==> src/rtl/xbar_fifo_router.sv <==
// xbar_fifo_router: CH x CH FIFO crossbar. Per-input FIFOs feed one arbitrated
// transfer path into per-output FIFOs, throttled by high/low thresholds, with a
// RESET/INIT/IDLE/ACTIVE/ERROR control FSM and per-output delivered-word counters.
// Optional feature macro: ROUND_ROBIN_EN (rotating grant; default is fixed priority).

// Single show-ahead FIFO used for every input and output lane.
module xbar_fifo #(
    parameter int DW    = 10,
    parameter int DEPTH = 8,
    parameter int AW    = 3
) (
    input  logic          clk,
    input  logic          rst_n,
    input  logic          wr,
    input  logic [DW-1:0] wdata,
    input  logic          rd,
    output logic [DW-1:0] head,
    output logic [AW:0]   count
);
    logic [DW-1:0] r_mem [DEPTH];
    logic [AW-1:0] r_wp;
    logic [AW-1:0] r_rp;
    logic [AW:0]   r_cnt;

    // Storage carries no reset; emptiness is tracked by the count alone.
    always_ff @(posedge clk) begin
        if (wr) r_mem[r_wp] <= wdata;
    end

    // Pointer and occupancy bookkeeping; callers only assert wr/rd when legal.
    always_ff @(posedge clk or negedge rst_n) begin
        if (!rst_n) begin
            r_wp  <= '0;
            r_rp  <= '0;
            r_cnt <= '0;
        end else begin
            if (wr) r_wp <= r_wp + AW'(1);
            if (rd) r_rp <= r_rp + AW'(1);
            case ({wr, rd})
                2'b10:   r_cnt <= r_cnt + (AW+1)'(1);
                2'b01:   r_cnt <= r_cnt - (AW+1)'(1);
                default: r_cnt <= r_cnt;
            endcase
        end
    end

    assign head  = (r_cnt != '0) ? r_mem[r_rp] : '0;
    assign count = r_cnt;
endmodule

module xbar_fifo_router #(
    parameter  int CH    = 4,
    parameter  int DW    = 10,
    parameter  int DEPTH = 8,
    parameter  int CW    = 5,
    localparam int DB    = $clog2(CH),
    localparam int AW    = $clog2(DEPTH)
) (
    input  logic               clk,
    input  logic               reset,
    input  logic               init,
    input  logic [AW:0]        umbral_alto,
    input  logic [AW:0]        umbral_bajo,
    input  logic [CH-1:0]      push,
    input  logic [CH*DW-1:0]   data_in,
    input  logic [CH-1:0]      pop,
    output logic [CH*DW-1:0]   data_out,
    output logic [CH-1:0]      empty_out,
    output logic [CH-1:0]      almost_full_out,
    output logic [CH-1:0]      almost_empty_out,
    output logic [CH-1:0]      full_in,
    output logic [2:0]         state,
    output logic               idle,
    output logic               error,
    input  logic               req,
    input  logic [DB-1:0]      idx,
    output logic               valid_cnt,
    output logic [CW-1:0]      cnt_out
);
    typedef enum logic [2:0] {
        S_RESET  = 3'd0,
        S_INIT   = 3'd1,
        S_IDLE   = 3'd2,
        S_ACTIVE = 3'd3,
        S_ERROR  = 3'd4
    } state_t;

    localparam logic [AW:0] FULL = (AW+1)'(DEPTH);

    state_t                  r_state, w_nxt;
    logic [AW:0]             r_alto, r_bajo;
    logic [CH-1:0][CW-1:0]   r_cnt;
    logic                    r_valid;
    logic [CW-1:0]           r_cnt_out;

    logic [CH-1:0][DW-1:0]   w_in_head;
    logic [CH-1:0][AW:0]     w_in_cnt;
    logic [CH-1:0][AW:0]     w_out_cnt;
    logic [CH-1:0][DB-1:0]   w_in_dst;
    logic [CH-1:0]           w_elig, w_in_rd, w_in_wr, w_in_ne, w_ovf_vec;
    logic [CH-1:0]           w_out_wr, w_out_rd;
    logic                    w_gnt_vld;
    logic [DB-1:0]           w_gnt_idx;
    logic [DW-1:0]           w_xfer_data;
    logic [DB-1:0]           w_xfer_dst;
    logic [AW:0]             w_alto_eff;
    logic                    w_xfer_ok, w_busy, w_ovf;

    // A high threshold above DEPTH saturates at DEPTH.
    assign w_alto_eff  = (r_alto > FULL) ? FULL : r_alto;
    assign w_xfer_ok   = (r_state == S_IDLE) || (r_state == S_ACTIVE) || (r_state == S_ERROR);
    assign w_xfer_data = w_in_head[w_gnt_idx];
    assign w_xfer_dst  = w_xfer_data[DW-1 -: DB];
    assign w_busy      = (|w_in_ne) || (|(~empty_out));
    assign w_ovf       = |w_ovf_vec;

    for (genvar g = 0; g < CH; g++) begin : g_ch
        xbar_fifo #(.DW(DW), .DEPTH(DEPTH), .AW(AW)) u_in (
            .clk   (clk),
            .rst_n (reset),
            .wr    (w_in_wr[g]),
            .wdata (data_in[g*DW +: DW]),
            .rd    (w_in_rd[g]),
            .head  (w_in_head[g]),
            .count (w_in_cnt[g])
        );
        xbar_fifo #(.DW(DW), .DEPTH(DEPTH), .AW(AW)) u_out (
            .clk   (clk),
            .rst_n (reset),
            .wr    (w_out_wr[g]),
            .wdata (w_xfer_data),
            .rd    (w_out_rd[g]),
            .head  (data_out[g*DW +: DW]),
            .count (w_out_cnt[g])
        );
        assign w_in_dst[g]  = w_in_head[g][DW-1 -: DB];
        assign w_in_ne[g]   = (w_in_cnt[g] != '0);
        assign w_elig[g]    = w_xfer_ok && w_in_ne[g] &&
                              (w_out_cnt[w_in_dst[g]] < w_alto_eff) &&
                              (w_out_cnt[w_in_dst[g]] != FULL);
        assign w_in_rd[g]   = w_gnt_vld && (w_gnt_idx == DB'(g));
        // A full input still accepts a push when its head leaves this cycle.
        assign w_in_wr[g]   = push[g] && ((w_in_cnt[g] != FULL) || w_in_rd[g]);
        assign w_ovf_vec[g] = push[g] && (w_in_cnt[g] == FULL) && !w_in_rd[g];
        assign w_out_wr[g]  = w_gnt_vld && (w_xfer_dst == DB'(g));
        assign w_out_rd[g]  = pop[g] && (w_out_cnt[g] != '0);
        assign empty_out[g]        = (w_out_cnt[g] == '0);
        assign full_in[g]          = (w_in_cnt[g] == FULL);
        assign almost_full_out[g]  = (w_out_cnt[g] >= w_alto_eff);
        assign almost_empty_out[g] = (w_out_cnt[g] <= r_bajo);
    end

`ifdef ROUND_ROBIN_EN
    logic [DB-1:0] r_last;
    logic [DB-1:0] w_cand;

    // Rotating grant: scan from last+CH down to last+1 so the lowest offset wins.
    always_comb begin
        w_gnt_vld = 1'b0;
        w_gnt_idx = '0;
        w_cand    = '0;
        for (int k = CH; k >= 1; k--) begin
            w_cand = r_last + DB'(k);
            if (w_elig[w_cand]) begin
                w_gnt_vld = 1'b1;
                w_gnt_idx = w_cand;
            end
        end
    end

    // Last-granted pointer starts at CH-1 so the first search begins at input 0.
    always_ff @(posedge clk or negedge reset) begin
        if (!reset)         r_last <= DB'(CH-1);
        else if (w_gnt_vld) r_last <= w_gnt_idx;
    end
`else
    // Fixed priority: the lowest eligible input index wins.
    always_comb begin
        w_gnt_vld = 1'b0;
        w_gnt_idx = '0;
        for (int k = CH-1; k >= 0; k--) begin
            if (w_elig[k]) begin
                w_gnt_vld = 1'b1;
                w_gnt_idx = DB'(k);
            end
        end
    end
`endif

    // Control FSM state register.
    always_ff @(posedge clk or negedge reset) begin
        if (!reset) r_state <= S_RESET;
        else        r_state <= w_nxt;
    end

    // Next-state logic; an overflow in any state forces ERROR.
    always_comb begin
        w_nxt = r_state;
        case (r_state)
            S_RESET:  w_nxt = S_INIT;
            S_INIT:   if (!init) w_nxt = S_IDLE;
            S_IDLE:   if (init) w_nxt = S_INIT; else if (w_busy) w_nxt = S_ACTIVE;
            S_ACTIVE: if (init) w_nxt = S_INIT; else if (!w_busy) w_nxt = S_IDLE;
            S_ERROR:  w_nxt = S_ERROR;
            default:  w_nxt = S_RESET;
        endcase
        if (w_ovf) w_nxt = S_ERROR;
    end

    // Thresholds track the inputs for every cycle spent in INIT.
    always_ff @(posedge clk or negedge reset) begin
        if (!reset) begin
            r_alto <= FULL;
            r_bajo <= '0;
        end else if (r_state == S_INIT) begin
            r_alto <= umbral_alto;
            r_bajo <= umbral_bajo;
        end
    end

    // Delivered-word counters, wrapping modulo 2^CW.
    always_ff @(posedge clk or negedge reset) begin
        if (!reset) begin
            r_cnt <= '0;
        end else begin
            for (int j = 0; j < CH; j++)
                if (w_out_rd[j]) r_cnt[j] <= r_cnt[j] + CW'(1);
        end
    end

    // Counter readout: one-cycle response, only honoured in IDLE.
    always_ff @(posedge clk or negedge reset) begin
        if (!reset) begin
            r_valid   <= 1'b0;
            r_cnt_out <= '0;
        end else begin
            r_valid   <= req && (r_state == S_IDLE);
            r_cnt_out <= (req && (r_state == S_IDLE)) ? r_cnt[idx] : '0;
        end
    end

    assign state     = r_state;
    assign idle      = (r_state == S_IDLE);
    assign error     = (r_state == S_ERROR);
    assign valid_cnt = r_valid;
    assign cnt_out   = r_cnt_out;
endmodule

==> config.mk <==
export PLATFORM = sky130hd
export DESIGN_NAME = xbar_fifo_router
export DESIGN_NICKNAME = d
export VERILOG_FILES = /design/src/rtl/xbar_fifo_router.sv
export SDC_FILE = /design/constraint.sdc
export NUM_CORES = 1
export LEC_CHECK = 0
export BUFFER_PORTS_ARGS = -buffer_cell sky130_fd_sc_hd__clkbuf_2
export CORE_MARGIN = 2
export CORE_UTILIZATION = 30
export CTS_CLUSTER_DIAMETER = 80
export DETAILED_ROUTE_END_ITERATION = 6
export GPL_TIMING_DRIVEN = 0
export PLACE_DENSITY = 0.51
export SLEW_MARGIN = 20
export SYNTH_ARGS = -nofsm -noshare
export SYNTH_HDL_FRONTEND = slang
export SYNTH_SLANG_ARGS = --single-unit
==> constraint.sdc <==
create_clock -name clk -period 9.1 [get_ports clk]
set_input_delay 1.365 -clock clk [delete_from_list [all_inputs] [get_ports clk]]
set_output_delay 1.365 -clock clk [all_outputs]
set_load 0.02 [all_outputs]
* Word level (Yosys, flattened, before mapping)
Memories as Yosys holds them, arrays and structs flattened.
Cells that the tools add are included.
Widths: inputs -> output; s select.
** Word-level totals
- Flip-flop bits (word level) :: 117
- Bits in latches :: 0
- Bits in writable memories :: 640
- Bits in read-only memories :: 0
- Input port bits :: 62
- Output and inout port bits :: 67
- Logic and storage cells :: 274
- Memories kept :: 8
** Operators by class
- Add/sub/neg operators :: 36
- Multiply operators :: 0
- Divide/modulo/power cells :: 0
- Magnitude comparators :: 19
- Equality and inequality tests :: 41
- Shifts and indexed selects :: 0
- Multiplexer cells :: 61
- Bitwise operators :: 1
- Reductions and logical operators :: 75
** Memories
- g_ch[0].u_in.r_mem :: words 8, width 10, read ports 1, clocked after memory_dff 0, wr ports 1, RTL line 20 : logic [DW-1:0] r_mem [DEPTH];
- g_ch[0].u_out.r_mem :: words 8, width 10, read ports 1, clocked after memory_dff 0, wr ports 1, RTL line 20
- g_ch[1].u_in.r_mem :: words 8, width 10, read ports 1, clocked after memory_dff 0, wr ports 1, RTL line 20
- g_ch[1].u_out.r_mem :: words 8, width 10, read ports 1, clocked after memory_dff 0, wr ports 1, RTL line 20
- g_ch[2].u_in.r_mem :: words 8, width 10, read ports 1, clocked after memory_dff 0, wr ports 1, RTL line 20
- g_ch[2].u_out.r_mem :: words 8, width 10, read ports 1, clocked after memory_dff 0, wr ports 1, RTL line 20
- 2 more memories
** Operators by type and width (number)
- $mux 10 :: 9
- $pmux 4 s2 :: 8
- $add 3x1->3 const B :: 16
- $logic_and 1x1->1 :: 37
- $ne 4x4->1 const B :: 9
- $add 4x1->4 const B :: 8
- $bmux 4 s2 :: 4
- $reduce_bool 4->1 :: 8
- $sub 4x1->4 const B :: 8
- $eq 2x2->1 const B :: 12
- $add 5x1->5 const B :: 4
- $bmux 10 s2 :: 1
- $eq 2x1->1 const B :: 10
- $mux 1 :: 20
- $mux 4 :: 5
- $lt 2x3->1 const B :: 6
- $mux 3 :: 6
- $eq 4x4->1 const B :: 4
- $ge 4x4->1 :: 4
- $le 4x4->1 :: 4
- $logic_not 4->1 :: 4
- $lt 4x4->1 :: 4
- $reduce_bool 2->1 :: 8
- $pmux 3 s5 :: 1
- 16 further kinds :: 33

* Logic depth before layout (Yosys ltp)
Gate-level depths: netlist of run 1.
- Depth in word-level cells :: 18
- Gate-level depth with buffers :: 26
- Depth with buffers taken out :: 22

* By module
A second synthesis of run 1 with hierarchy kept.
** Unflattened totals
- Cells, all modules :: 1745
- Area total of the unflattened synthesis :: 32301.0 sq um
** Modules (own cells, without submodules)
- xbar_fifo :: instances 8, cells an instance 177, area an instance 3606.0 sq um
- xbar_fifo_router :: instances 1, cells an instance 329, area an instance 3453.3 sq um

* Least setup slack after synthesis of run 1
Ideal clock, no wire load.
- Path kind :: reg2reg
- From :: register g_ch[2].u_in.r_rp[0]
- To :: memory g_ch[3].u_out.r_mem[2][0], enable pin
- Arrival :: 4.976 ns
- Required time :: 8.696 ns
- Setup slack :: 3.720 ns
- Stages on the path, launching flop included :: 17
- Path buffers :: 2
- Period minus slack after synthesis :: 5.380 ns
- Path through :: dfrtp_1 > buf_6 > mux4_2 > mux2i_1 > nor2_1 > a221oi_1 > nor2_1 > ha_1 > a2111oi_0 > o21ai_0 > a211o_2 > nor3_1 > o22ai_1 > nand2_1 > nand2_1 > buf_2 > nor4_1
** Between the ends
- Cells in the longest elaborated chain, start to end :: 16
- Elaborated cells between the ends (all ways) :: 20
- Classes of those cells :: 1 x order compare; 2 x eq/ne; 13 x mux; 3 x reduce/logical; 1 x memory
** RTL lines
- start: declaration :: RTL line 22 : logic [AW-1:0] r_rp;
- start signal: assignment :: RTL line 38 : if (rd) r_rp <= r_rp + AW'(1);
- $mem_v2 8x10 (*)
- $mux 10 (*) :: RTL line 47 : assign head = (r_cnt != '0) ? r_mem[r_rp] : '0;
- $bmux 4 s2 :: RTL line 139, 140
- $mux 4 (not written as such) :: RTL line 139, 140
- $lt 4x4->1 :: RTL line 139 : (w_out_cnt[w_in_dst[g]] < w_alto_eff) &&
- $logic_and 1x1->1 :: RTL line 138 : assign w_elig[g] = w_xfer_ok && w_in_ne[g] &&
- $logic_and 1x1->1 :: RTL line 139
- $mux 2 (3 in a row) :: RTL line 182 : if (w_elig[k]) begin
- $bmux 10 s2 (*) :: RTL line 112 : assign w_xfer_data = w_in_head[w_gnt_idx];
- $mux 10 (not written as such) (*) :: RTL line 112
- named net g_ch[0].u_out.wdata[8] :: RTL line 15 : input logic [DW-1:0] wdata,
- $eq 2x2->1 (*) :: RTL line 145 : assign w_out_wr[g] = w_gnt_vld && (w_xfer_dst == DB'(g));
- $logic_and 1x1->1 (*) :: RTL line 145
- $mux 1 (*) :: RTL line 27 : if (wr) r_mem[r_wp] <= wdata;
- $mux 1 (not written as such) (*) :: RTL line 27
- end: declaration :: RTL line 20
The timed path passes the listed nets; every way through them passes the cells marked *. The select of a mux whose other input is x is not followed.

* Final worst setup path of run 1
- From :: register g_ch[3].u_in.r_rp[1]
- To :: register g_ch[3].u_out.r_cnt[3]
** Between the ends
- Cells in the longest elaborated chain, start to end :: 17
- Elaborated cells between the ends (all ways) :: 24
- Classes of those cells :: 1 x order compare; 4 x eq/ne; 14 x mux; 4 x reduce/logical; 1 x memory
** RTL lines
- start: declaration :: RTL line 22
- start signal: assignment :: RTL line 38
- $mem_v2 8x10 (*)
- $mux 10 (*) :: RTL line 47
- $bmux 4 s2 :: RTL line 139, 140
- $mux 4 (not written as such) :: RTL line 139, 140
- $lt 4x4->1 :: RTL line 139
- $logic_and 1x1->1 :: RTL line 138
- $logic_and 1x1->1 :: RTL line 139
- $mux 2 (4 in a row) :: RTL line 182
- $bmux 10 s2 (*) :: RTL line 112
- $mux 10 (not written as such) (*) :: RTL line 112
- named net g_ch[0].u_out.wdata[8] :: RTL line 15
- $eq 2x2->1 (*) :: RTL line 145
- $logic_and 1x1->1 (*) :: RTL line 145
- $eq 2x1->1 / $eq 2x2->1 (equally long branches) :: RTL line 39 : case ({wr, rd})
- $pmux 4 s2 / $reduce_bool 2->1 (equally long branches)
- end signal: assignment :: RTL line 40 : 2'b10: r_cnt <= r_cnt + (AW+1)'(1);
- end signal: assignment :: RTL line 41 : 2'b01: r_cnt <= r_cnt - (AW+1)'(1);
- end signal: assignment :: RTL line 42 : default: r_cnt <= r_cnt;
- end: declaration :: RTL line 23 : logic [AW:0] r_cnt;
Marks and branches as above.
A chain may end at the register's enable or synchronous reset.

==> results of run 1 <==
[final cells by class]
class	count	area, um2
repair buffers	197	1340
clock buffers	117	2350
flip-flops and latches	757	22100
multi-input cells	981	10300
plain buffers	80	388
well taps	1403	1760
fillers	9970	68300
inverters	50	188
clock inverters	44	539
[per-layer routing]
layer / part of all wire (%) / routed length [um]
met1: 43 / 33800
met2: 49 / 38100
met3: 4.9 / 3820
met4: 2.6 / 2020
met5: 0.16 / 126
[per-stage QoR]
stage	util [%]	setup WS, ps	std cells	instance area (um2)	hold slack [ps]
detailed placement	33.7	2510	3468	36100	464
floorplan	-	3720	1868	32600	440
CTS	36.4	2480	3629	39000	476
global route	36.4	1950	3629	39000	486
finish	36.4	2560	3629	39000	473
global placement	32.6	1440	3398	35000	460
[registers in the layout, summed over array words and instances, names as in the netlist]
register / cells
r_alto: 4
r_bajo: 4
cnt_out: 5
g_ch.u_in.count: 16
g_ch.u_in.r_mem: 320
g_ch.u_out.r_wp: 12
g_ch.u_in.r_rp: 12
g_ch.u_in.r_wp: 12
g_ch.u_out.r_mem: 320
state: 3
valid_cnt: 1
r_cnt: 20
g_ch.u_out.r_rp: 12
g_ch.u_out.count: 16
[logic make-up after synthesis]
| family | count (synthesis) |
|---|---|
| xor gates and xnor gates | 84 |
| buffers and inverters | 130 |
| and+or+nand+nor | 347 |
| adders and majority gates | 92 |
| DFF | 757 |
| muxes | 281 |
| AOI/OAI and AO/OA | 177 |
[path summary, 6_finish.rpt]
path | endpoint | startpoint | slack [ps]
min | r_cnt[4] | r_cnt[4] | 470
min in group asynchronous | g_ch[0].u_in.r_wp[0] | reset | 700
min reg2reg | r_cnt[4] | r_cnt[4] | 470
max reg2reg | g_ch[3].u_out.count[3] | g_ch[3].u_in.r_rp[1] | 2560
max in group asynchronous | r_alto[3] | reset | 7530
max | g_ch[3].u_out.count[3] | g_ch[3].u_in.r_rp[1] | 2560
[synthesized netlist by cell type, types with 8 or more instances]
| master | count |
|---|---|
| a211oi_1 | 10 |
| a21o_1 | 9 |
| a21oi_1 | 37 |
| a22oi_1 | 11 |
| and3_1 | 10 |
| buf_1 | 20 |
| buf_2 | 10 |
| clkbuf_1 | 37 |
| dfrtp_1 | 116 |
| edfxtp_1 | 640 |
| ha_1 | 88 |
| inv_1 | 50 |
| mux2_2 | 44 |
| mux2i_1 | 77 |
| mux4_2 | 155 |
| nand2_1 | 93 |
| nand2b_1 | 29 |
| nand3_1 | 9 |
| nand4_1 | 9 |
| nor2_1 | 91 |
| nor2b_1 | 16 |
| nor3_1 | 26 |
| nor3b_1 | 16 |
| nor4_1 | 14 |
| nor4b_1 | 8 |
| o211ai_1 | 10 |
| o21ai_0 | 30 |
| o221ai_1 | 10 |
| xnor2_1 | 52 |
| xor2_1 | 32 |
[worst reg2reg max path: stages, from the launching register on]
cell and delay, ps:
dfrtp_1 340, buf_2 170, buf_2 320, mux4_2 350, mux2i_1 270, nand2b_1 290, a21oi_1 70, a32oi_1 410
ha_1 350, a21oi_1 150, nand3_1 130, a2111o_1 430, a32o_1 270, a32o_1 310, a2bb2oi_2 300, nand2_2 480
nand2_1 250, buf_2 360, ha_1 330, a211o_1 120, o21ai_0 70, a2111oi_0 510, xnor2_1 170
==> run_results.csv, run 1 <==
group,metric,value,unit
global_routing,antenna_found_initial,10,
floorplan,ioPinCount,129,
timing,worst_slew_pin_slew,1040,ps
synth,synth.ff_latch_count,757,
cts,clk_pin_slew_worst_paths,60,ps
routing,first_iter_violations,1134,
synth,synth-simple-area-share,5.53,%
synth,yosys.area.top_type_share,59.0,%
timing,setup_viol,0,
timing,finClkSkew,34.0,ps
global_routing,use_met1,18.0,%
synth,synth-edff-count,640,
timing,period_minus_slack,6540,ps
floorplan,die_y,334,um
worst_setup_path,worstSetupPathDepth,22,
cts,clock_latency,660,ps
worst_setup_path,start_kind,"flip-flop",
timing,fin_tns_setup,0,ps
routing,ant_nets,0,
final_layout,final_cell_mix,"edfxtp_1 (640), mux4_2 (155), clkbuf_2 (126)",
worst_setup_path,critical_path.slowest_cell,"a2111oi_0",
synth,postSynth.asyncResetShare,15.5,%
final_layout,nets,2307,
timing,rsz0062_at_grt,"false",
status,status,"completed",
worst_setup_path,critPathBufInv,3,
global_routing,grt_max_degree,67,
global_routing,grt_busiest_layer,"met2",
floorplan,die_area,0.111,mm2
synth,mappedNetlistNets,2022,
global_routing,grt_pass1_vias,18300,
synth,synth_top_family_by_area,"multiplexers",
job,maxCapViolCount,0,
synth,syn_inst,1868,
worst_setup_path,crit_top_cell,"buf_2",
routing,post-route-drc-count,0,
timing,slew_violations,0,
floorplan,start_util,30.4,%
synth,yosysWarnings,0,
global_routing,use_met3,3.17,%
worst_setup_path,worst_setup_path_end_kind,"flip-flop",
worst_setup_path,rr_worst_depth,22,
placement,dp_hpwl,55800,um
global_routing,gr-usage-all-layers,14.1,%
synth,synth-main-ff-cell,"edfxtp_1",
cts,cts.sinks,757,
timing,maxSlewHeadroom,30.1,%
floorplan,coreArea,0.107,mm2
worst_setup_path,path_cells,"buf_2, buf_2, mux4_2, mux2i_1, nand2b_1, a21oi_1, a32oi_1, ha_1, a21oi_1, nand3_1, a2111o_1, a32o_1, a32o_1, a2bb2oi_2, nand2_2, nand2_1, buf_2, ha_1, a211o_1, o21ai_0, a2111oi_0, xnor2_1",
worst_setup_path,worst-path-max-fanout,34,
routing,wire_per_inst,21.5,um
cts,htree_levels,3,
worst_setup_path,slowest_delay,510,ps
cts,postCtsHoldBufs,0,
synth,synth_largest_area_cell,"edfxtp_1",
global_routing,grt_pass1_wl,117000,um
routing,first_pass_iters,5,
min_path,hold_class,"reg2reg",
cts,cts_root_buffer,"clkbuf_16",
final_layout,synthToLayoutAreaGrowth,19.8,%
final_layout,final_common_cell,"edfxtp_1",
final_layout,drive_gt1_share,29.2,%
cts,cts_setup_buffers,0,
cts,cts_tree,"yes",
worst_setup_path,required,9670,ps
global_routing,overflow,0,
worst_setup_path,crit_arrival,7110,ps
synth,yosys.cell_types.count,80,
cts,cts_inserted_buffers,86,
routing,vias,17500,
synth,synth_xor_area_share,2.26,%
placement,port_buffers,127,
worst_setup_path,critical_path_class,"reg2reg",
routing,detail_route.vias_per_cell,4.81,
worst_setup_path,cp_top_family,"compound AO/OA/AOI/OAI gates",
floorplan,rows,120,
cts,cts_max_path_buffers,3,
timing,hold_viol_final,0,
synth,syn_area,0.0326,mm2
global_routing,met2_usage,23.7,%
timing,fmax,0.153,GHz
cts,cts_resized,0,
synth,netlist_top_cells_area,"edfxtp_1 (59%), mux4_2 (11%), dfrtp_1 (8.9%), ha_1 (3.4%), mux2i_1 (2.4%)",
routing,drt-total-wl,77900,um
placement,gp_congestion,0.813,
final_layout,diodes,0,
synth,synthAdderAreaFrac,3.62,%
synth,yosysSeqAreaShare,68.0,%
synth,synthMuxAreaShare,14.8,%
synth,syn_area_per_cell,17.4,um2
synth,synth_compound_area_share,4.07,%
floorplan,die_w,334,um
min_path,hold_depth,1,
timing,period_share,71.8,%
Power of run 1 is left out: the tool's default activity adds up to more than one toggle a clock period on the data nets, which glitch-free logic cannot reach.
==> inputs of run 2 (changes only) <==
- ABC_AREA: unset -> 1
- clock period: 9.1 -> 6.5 ns (I/O delays scaled with it)
==> run 2 against run 1 <==
  * The flow now finishes with violations (design-rule violations)
  * Register-to-register slack got worse by 1400 ps
  * Critical path depth up 4
  * Highest routed layer unchanged
  * First-iteration DRC count grew 51%
==> run_results.csv, run 2 <==
group,metric,value,unit
worst_setup_path,worstReg2RegEnd,"g_ch[3].u_out.count[3]",
routing,vias,23000,
synth,synth_common_cells,"edfxtp_1 (640), nor2_1 (552), o21ai_0 (401)",
worst_setup_path,critical_path.slowest_cell,"nand3_4",
routing,ant_nets,0,
final_layout,synthToLayoutAreaGrowth,17.1,%
worst_setup_path,required,7060,ps
global_routing,grt_max_degree,78,
floorplan,coreArea,0.111,mm2
global_routing,grt_pass1_wl,141000,um
final_layout,drive_gt1_share,12.0,%
timing,hold_viol_final,0,
synth,synth-edff-count,640,
routing,wire_per_inst,19.6,um
timing,slew_violations,0,
worst_setup_path,reg2reg_slack,1190,ps
worst_setup_path,rr_worst_depth,26,
cts,cts_resized,0,
final_layout,top_regs,"g_ch.u_in.r_mem x320, g_ch.u_out.r_mem x320, r_cnt x20",
worst_setup_path,critical_path_class,"reg2reg",
routing,first_pass_iters,7,
cts,cts_tree,"yes",
synth,synth.ff_latch_count,757,
final_layout,final_common_cell,"edfxtp_1",
timing,period_share,81.7,%
cts,clock_latency,650,ps
worst_setup_path,crit_arrival,5870,ps
placement,port_buffers,127,
floorplan,die_w,339,um
status,violations,"design-rule violations",
timing,setup_viol,0,
synth,mappedNetlistNets,3126,
cts,cts_max_path_buffers,3,
final_layout,nets,3359,
placement,gp_congestion,0.808,
final_layout,diodes,0,
floorplan,die_y,339,um
cts,cts_root_buffer,"clkbuf_16",
cts,htree_levels,3,
cts,clk_pin_slew_worst_paths,60,ps
global_routing,antenna_found_initial,8,
timing,fmax,0.188,GHz
worst_setup_path,r2r_start,"g_ch[3].u_in.r_rp[1]",
final_layout,final_cell_area,0.0393,mm2
routing,first_iter_violations,1715,
timing,rsz0062_at_grt,"false",
cts,cts_inserted_buffers,84,
cts,cts_setup_buffers,0,
worst_setup_path,start_kind,"flip-flop",
status,status,"finished, violations left",
worst_setup_path,slowest_delay,510,ps
floorplan,ioPinCount,129,
floorplan,die_area,0.115,mm2
synth,synth-main-ff-cell,"edfxtp_1",
routing,drt-total-wl,93600,um
timing,maxSlewHeadroom,25.0,%
synth,syn_area_per_cell,11.3,um2
min_path,hold_class,"in2async",
timing,finClkSkew,30.0,ps
synth,syn_inst,2972,
synth,yosysSeqAreaShare,66.0,%
cts,postCtsHoldBufs,0,
worst_setup_path,worst_setup_path_end_kind,"flip-flop",
synth,yosysWarnings,0,
worst_setup_path,crit_top_cell,"nand2_1",
floorplan,rows,122,
synth,netlist_top_cells_area,"edfxtp_1 (57%), dfrtp_1 (8.6%), nor2_1 (6.2%), o21ai_0 (6.0%), nand2_1 (3.6%)",
global_routing,grt_pass1_vias,22200,
placement,placedInstanceArea,0.0366,mm2
final_layout,fill_cells,11100,
synth,postSynth.asyncResetShare,15.5,%
timing,period_minus_slack,5310,ps
routing,detail_route.vias_per_cell,4.82,
synth,yosys.cell_types.count,49,
worst_setup_path,worst-path-max-fanout,40,
global_routing,overflow,0,
placement,dp_hpwl,64500,um
timing,worst_slew_pin_slew,1120,ps
synth,yosys.area.top_type_share,57.2,%
global_routing,gr-usage-all-layers,16.0,%
synth,synth_largest_area_cell,"edfxtp_1",
final_layout,final_cell_mix,"edfxtp_1 (640), nor2_1 (524), o21ai_0 (400)",
synth,yosysMostFrequentCell,"edfxtp_1",
routing,post-route-drc-count,1,
floorplan,start_util,30.3,%
synth,syn_area,0.0336,mm2
job,maxCapViolCount,0,
cts,cts.sinks,757,
run 2: cell types whose count changed in the layout (fill, tap and decap cells not counted), sizes merged, moves of 71 or more:
cell	previous run	this run
clkbuf	281	355
nor2	91	561
inv	56	191
nand3	10	122
o21ai	31	414
mux2i	77	0
nand2	93	334
mux4	155	0
buf	113	42
run 2: per-layer routing:
| layer | vias to the layer above | share of wire [%] | global-route usage [%] |
|---|---|---|---|
| met3 | 139 | 5.6 | 3.21 |
| li1 | 11000 | - | - |
| met2 | 573 | 45 | 25.3 |
| met5 | - | 0.078 | 0 |
| met4 | 12 | 2.2 | 4.34 |
| met1 | 11200 | 47 | 22.4 |
run 2: stage by stage:
step,hold slack (ps),utilization (%),setup TNS [ps],instances,worst slack (ps)
finish,240,35.5,0,4764,1190
global route,260,35.5,0,4764,603
floorplan,440,-,0,2972,2330
detailed placement,463,33.0,0,4607,1180
global placement,463,32.6,-188080,4587,-1780
CTS,234,35.5,0,4764,1130
run 2: worst max-delay path: cells and delay by family, from the launching register on:
family	cells	cell delay, ps
buffers and inverters	2	540
adder cells (fa/ha/maj)	2	560
AO/OA/AOI/OAI	5	870
flip-flops	1	410
XOR/XNOR	2	370
AND/OR/NAND/NOR	15	2420
run 2: logic make-up after synthesis:
family / after synthesis / share of synthesized area [%]
AND/OR/NAND/NOR: 1106 / 14.6
flip-flops: 757 / 66.0
AO/OA/AOI/OAI: 622 / 10.3
buffers and inverters: 324 / 3.82
adder cells (fa/ha/maj): 92 / 3.52
XOR/XNOR: 68 / 1.77
multiplexers: 3 / 0.101
run 2: how the worst max path moves through the flow:
stage	from	end	slack [ps]
after floorplan	g_ch[3].u_in.r_rp[0]	g_ch[3].u_out.count[3]	2330
after global placement	r_alto[3]	g_ch[1].u_out.r_mem[2][6]	-1780
after detailed placement	g_ch[3].u_in.r_rp[1]	g_ch[3].u_out.count[3]	1180
after CTS	g_ch[3].u_in.r_rp[1]	g_ch[3].u_out.count[3]	1130
after global routing	g_ch[3].u_in.r_rp[2]	g_ch[3].u_out.count[3]	600
final	g_ch[3].u_in.r_rp[1]	g_ch[3].u_out.count[3]	1190
run 2: cell type report:
type / instances / area, um2 / area share (%)
Sequential cell: 757 / 22100 / 56.3
Multi-Input combinational cell: 1891 / 10300 / 26.2
Clock buffer: 114 / 2260 / 5.74
Tap cell: 1488 / 1860 / 4.73
Timing Repair Buffer: 147 / 971 / 2.47
Inverter: 188 / 708 / 1.80
Buffer: 136 / 576 / 1.46
Clock inverter: 43 / 479 / 1.22
Power of run 2 is left out for the same reason.
==> inputs of run 3 (changes only) <==
- PLACE_DENSITY: 0.51 -> 0.52
- clock period: 6.5 -> 4.6 ns (I/O delays scaled with it)
==> run 3 against run 2 <==
  * The flow now finishes without violations
  * Via count is 1.7% higher
  * Design area is 2.7% higher
  * Setup slack worse by 970 ps
  * First-iteration DRC count grew 12%
  * Worst hold slack better by 79 ps
  * Utilization is 0.96 points higher
  * Highest routed layer unchanged
  * Final cell count rose by 1.4%
==> run_results.csv, run 3 (same netlist as run 2, synthesis figures left out) <==
group,metric,value,unit
final_layout,drive_gt1_share,15.9,%
final_layout,final_cell_area,0.0404,mm2
worst_setup_path,r2r_start,"g_ch[1].u_in.r_rp[0]",
placement,dp_hpwl,64000,um
cts,cts_root_buffer,"clkbuf_16",
final_layout,nets,3426,
min_path,hold_depth,1,
worst_setup_path,required,4870,ps
worst_setup_path,reg2reg_slack,220,ps
min_path,hold_start,"data_in[26]",
worst_setup_path,critical_path_class,"reg2reg",
routing,first_pass_iters,5,
min_path,hold_class,"in2reg",
timing,finClkSkew,23.6,ps
timing,fmax,0.228,GHz
routing,ant_nets,0,
timing,maxSlewHeadroom,25.9,%
final_layout,layout.area.seq,0.0222,mm2
placement,gp_congestion,0.807,
final_layout,synthToLayoutAreaGrowth,20.3,%
placement,dp.cells,4609,
final_layout,final_cell_mix,"edfxtp_1 (640), nor2_1 (496), o21ai_0 (395)",
global_routing,antenna_found_initial,7,
worst_setup_path,critPathBufInv,3,
timing,fin_tns_setup,0,ps
timing,period_share,95.3,%
cts,cts_inserted_buffers,85,
floorplan,ioPinCount,129,
status,status,"completed",
global_routing,grt_pass1_wl,142000,um
final_layout,final_cells,4830,
timing,slew_violations,0,
cts,clock_latency,650,ps
job,maxCapViolCount,0,
worst_setup_path,path_cells,"buf_4, nor2_1, nor2_1, o21ai_1, nand3_2, nand3_4, inv_2, nand3_1, nand2_1, ha_1, a21oi_1, nand3_1, nor2_4, nand2_2, nand2_4, nor2_4, nand2_1, nand3_2, nor2_8, buf_4, nand4_2, nor2_2",
timing,rsz0062_at_grt,"true",
floorplan,die_w,339,um
worst_setup_path,worst_setup_path_end_kind,"flip-flop",
timing,period_minus_slack,4380,ps
floorplan,die_area,0.115,mm2
floorplan,coreArea,0.111,mm2
final_layout,multiInputGateArea,0.0108,mm2
routing,post-route-drc-count,0,
routing,vias,23400,
worst_setup_path,cp_top_family,"simple AND/OR/NAND/NOR gates",
worst_setup_path,critical_path.slowest_cell,"nor2_2",
cts,cts.sinks,757,
final_layout,final_common_cell,"edfxtp_1",
global_routing,grt_max_degree,47,
final_layout,top_regs,"g_ch.u_in.r_mem x320, g_ch.u_out.r_mem x320, r_cnt x20",
floorplan,start_util,30.3,%
cts,htree_levels,3,
timing,worst_slew_pin_slew,1110,ps
placement,placedInstanceArea,0.0366,mm2
cts,clk_pin_slew_worst_paths,60,ps
global_routing,overflow,0,
placement,port_buffers,127,
worst_setup_path,start_kind,"flip-flop",
routing,drt-total-wl,94900,um
routing,wire_per_inst,19.6,um
timing,setup_viol,0,
min_path,holdPathEnd,"g_ch[2].u_in.r_mem[7][6]",
routing,detail_route.vias_per_cell,4.83,
global_routing,grt_pass1_vias,22300,
final_layout,diodes,0,
floorplan,rows,122,
worst_setup_path,worstReg2RegEnd,"g_ch[1].u_out.r_mem[0][7]",
worst_setup_path,crit_arrival,4660,ps
cts,cts_max_path_buffers,3,
worst_setup_path,rr_worst_depth,22,
cts,cts_tree,"yes",
routing,first_iter_violations,1924,
timing,hold_viol_final,0,
final_layout,fill_cells,10900,
worst_setup_path,worst-path-max-fanout,10,
worst_setup_path,slowest_delay,580,ps
floorplan,die_y,339,um
global_routing,gr-usage-all-layers,16.2,%
-- run 3: changes by cell type in the layout (fill, tap and decap cells not counted), sizes merged, moves of 4 or more --
cell | before | now
clkinvlp | 2 | 6
clkinv | 28 | 32
buf | 42 | 104
bufinv | 10 | 6
-- run 3: repair_timing --
item                       in CTS  in global routing
hold endpoints to repair       31                  0
hold buffers                    1                  0
gates cloned                    4                  1
setup endpoints to repair     591                487
gates resized for setup        63                 65
buffers inserted               13                 46
pin swaps                       9                 25
-- run 3: worst max path at each step --
stage / from / endpoint / slack, ps / depth (start not counted)
final: g_ch[1].u_in.r_rp[0] / g_ch[1].u_out.r_mem[0][7] / 220 / 22
after global routing: g_ch[2].u_in.r_rp[1] / g_ch[1].u_out.count[3] / -60 / 29
after CTS: g_ch[2].u_in.r_rp[1] / g_ch[2].u_out.r_mem[4][2] / -120 / 21
after detailed placement: g_ch[2].u_in.r_rp[1] / g_ch[2].u_out.r_mem[1][0] / -670 / 19
after global placement: r_alto[3] / g_ch[1].u_out.r_mem[5][0] / -3890 / 10
after floorplan: g_ch[3].u_in.r_rp[0] / g_ch[3].u_out.count[3] / 430 / 29
-- run 3: final cells by class --
class / count / share of cell area (%)
Multi-Input combinational cell: 1896 / 26.7
Buffer: 135 / 1.50
Tap cell: 1488 / 4.61
Timing Repair Buffer: 209 / 3.78
Inverter: 188 / 1.78
Sequential cell: 757 / 54.9
Clock buffer: 113 / 5.78
Clock inverter: 44 / 0.976
-- run 3: through the flow --
stage | hold WS (ps) | setup WS, ps | utilization [%]
after floorplan | 394 | 431 | -
after global placement | 460 | -3890 | 32.6
after detailed placement | 462 | -667 | 33.0
after CTS | 274 | -123 | 35.8
after global routing | 312 | -59.3 | 36.4
final | 318 | 217 | 36.4
-- run 3: per-layer routing --
metal | part of all wire (%) | global-route usage (%) | wire length (um)
met2 | 45 | 25.3 | 43000
met5 | 0.10 | 0 | 96
met3 | 5.6 | 2.97 | 5360
met1 | 47 | 23.2 | 44300
met4 | 2.2 | 4.35 | 2080
Power of run 3 is left out for the same reason.
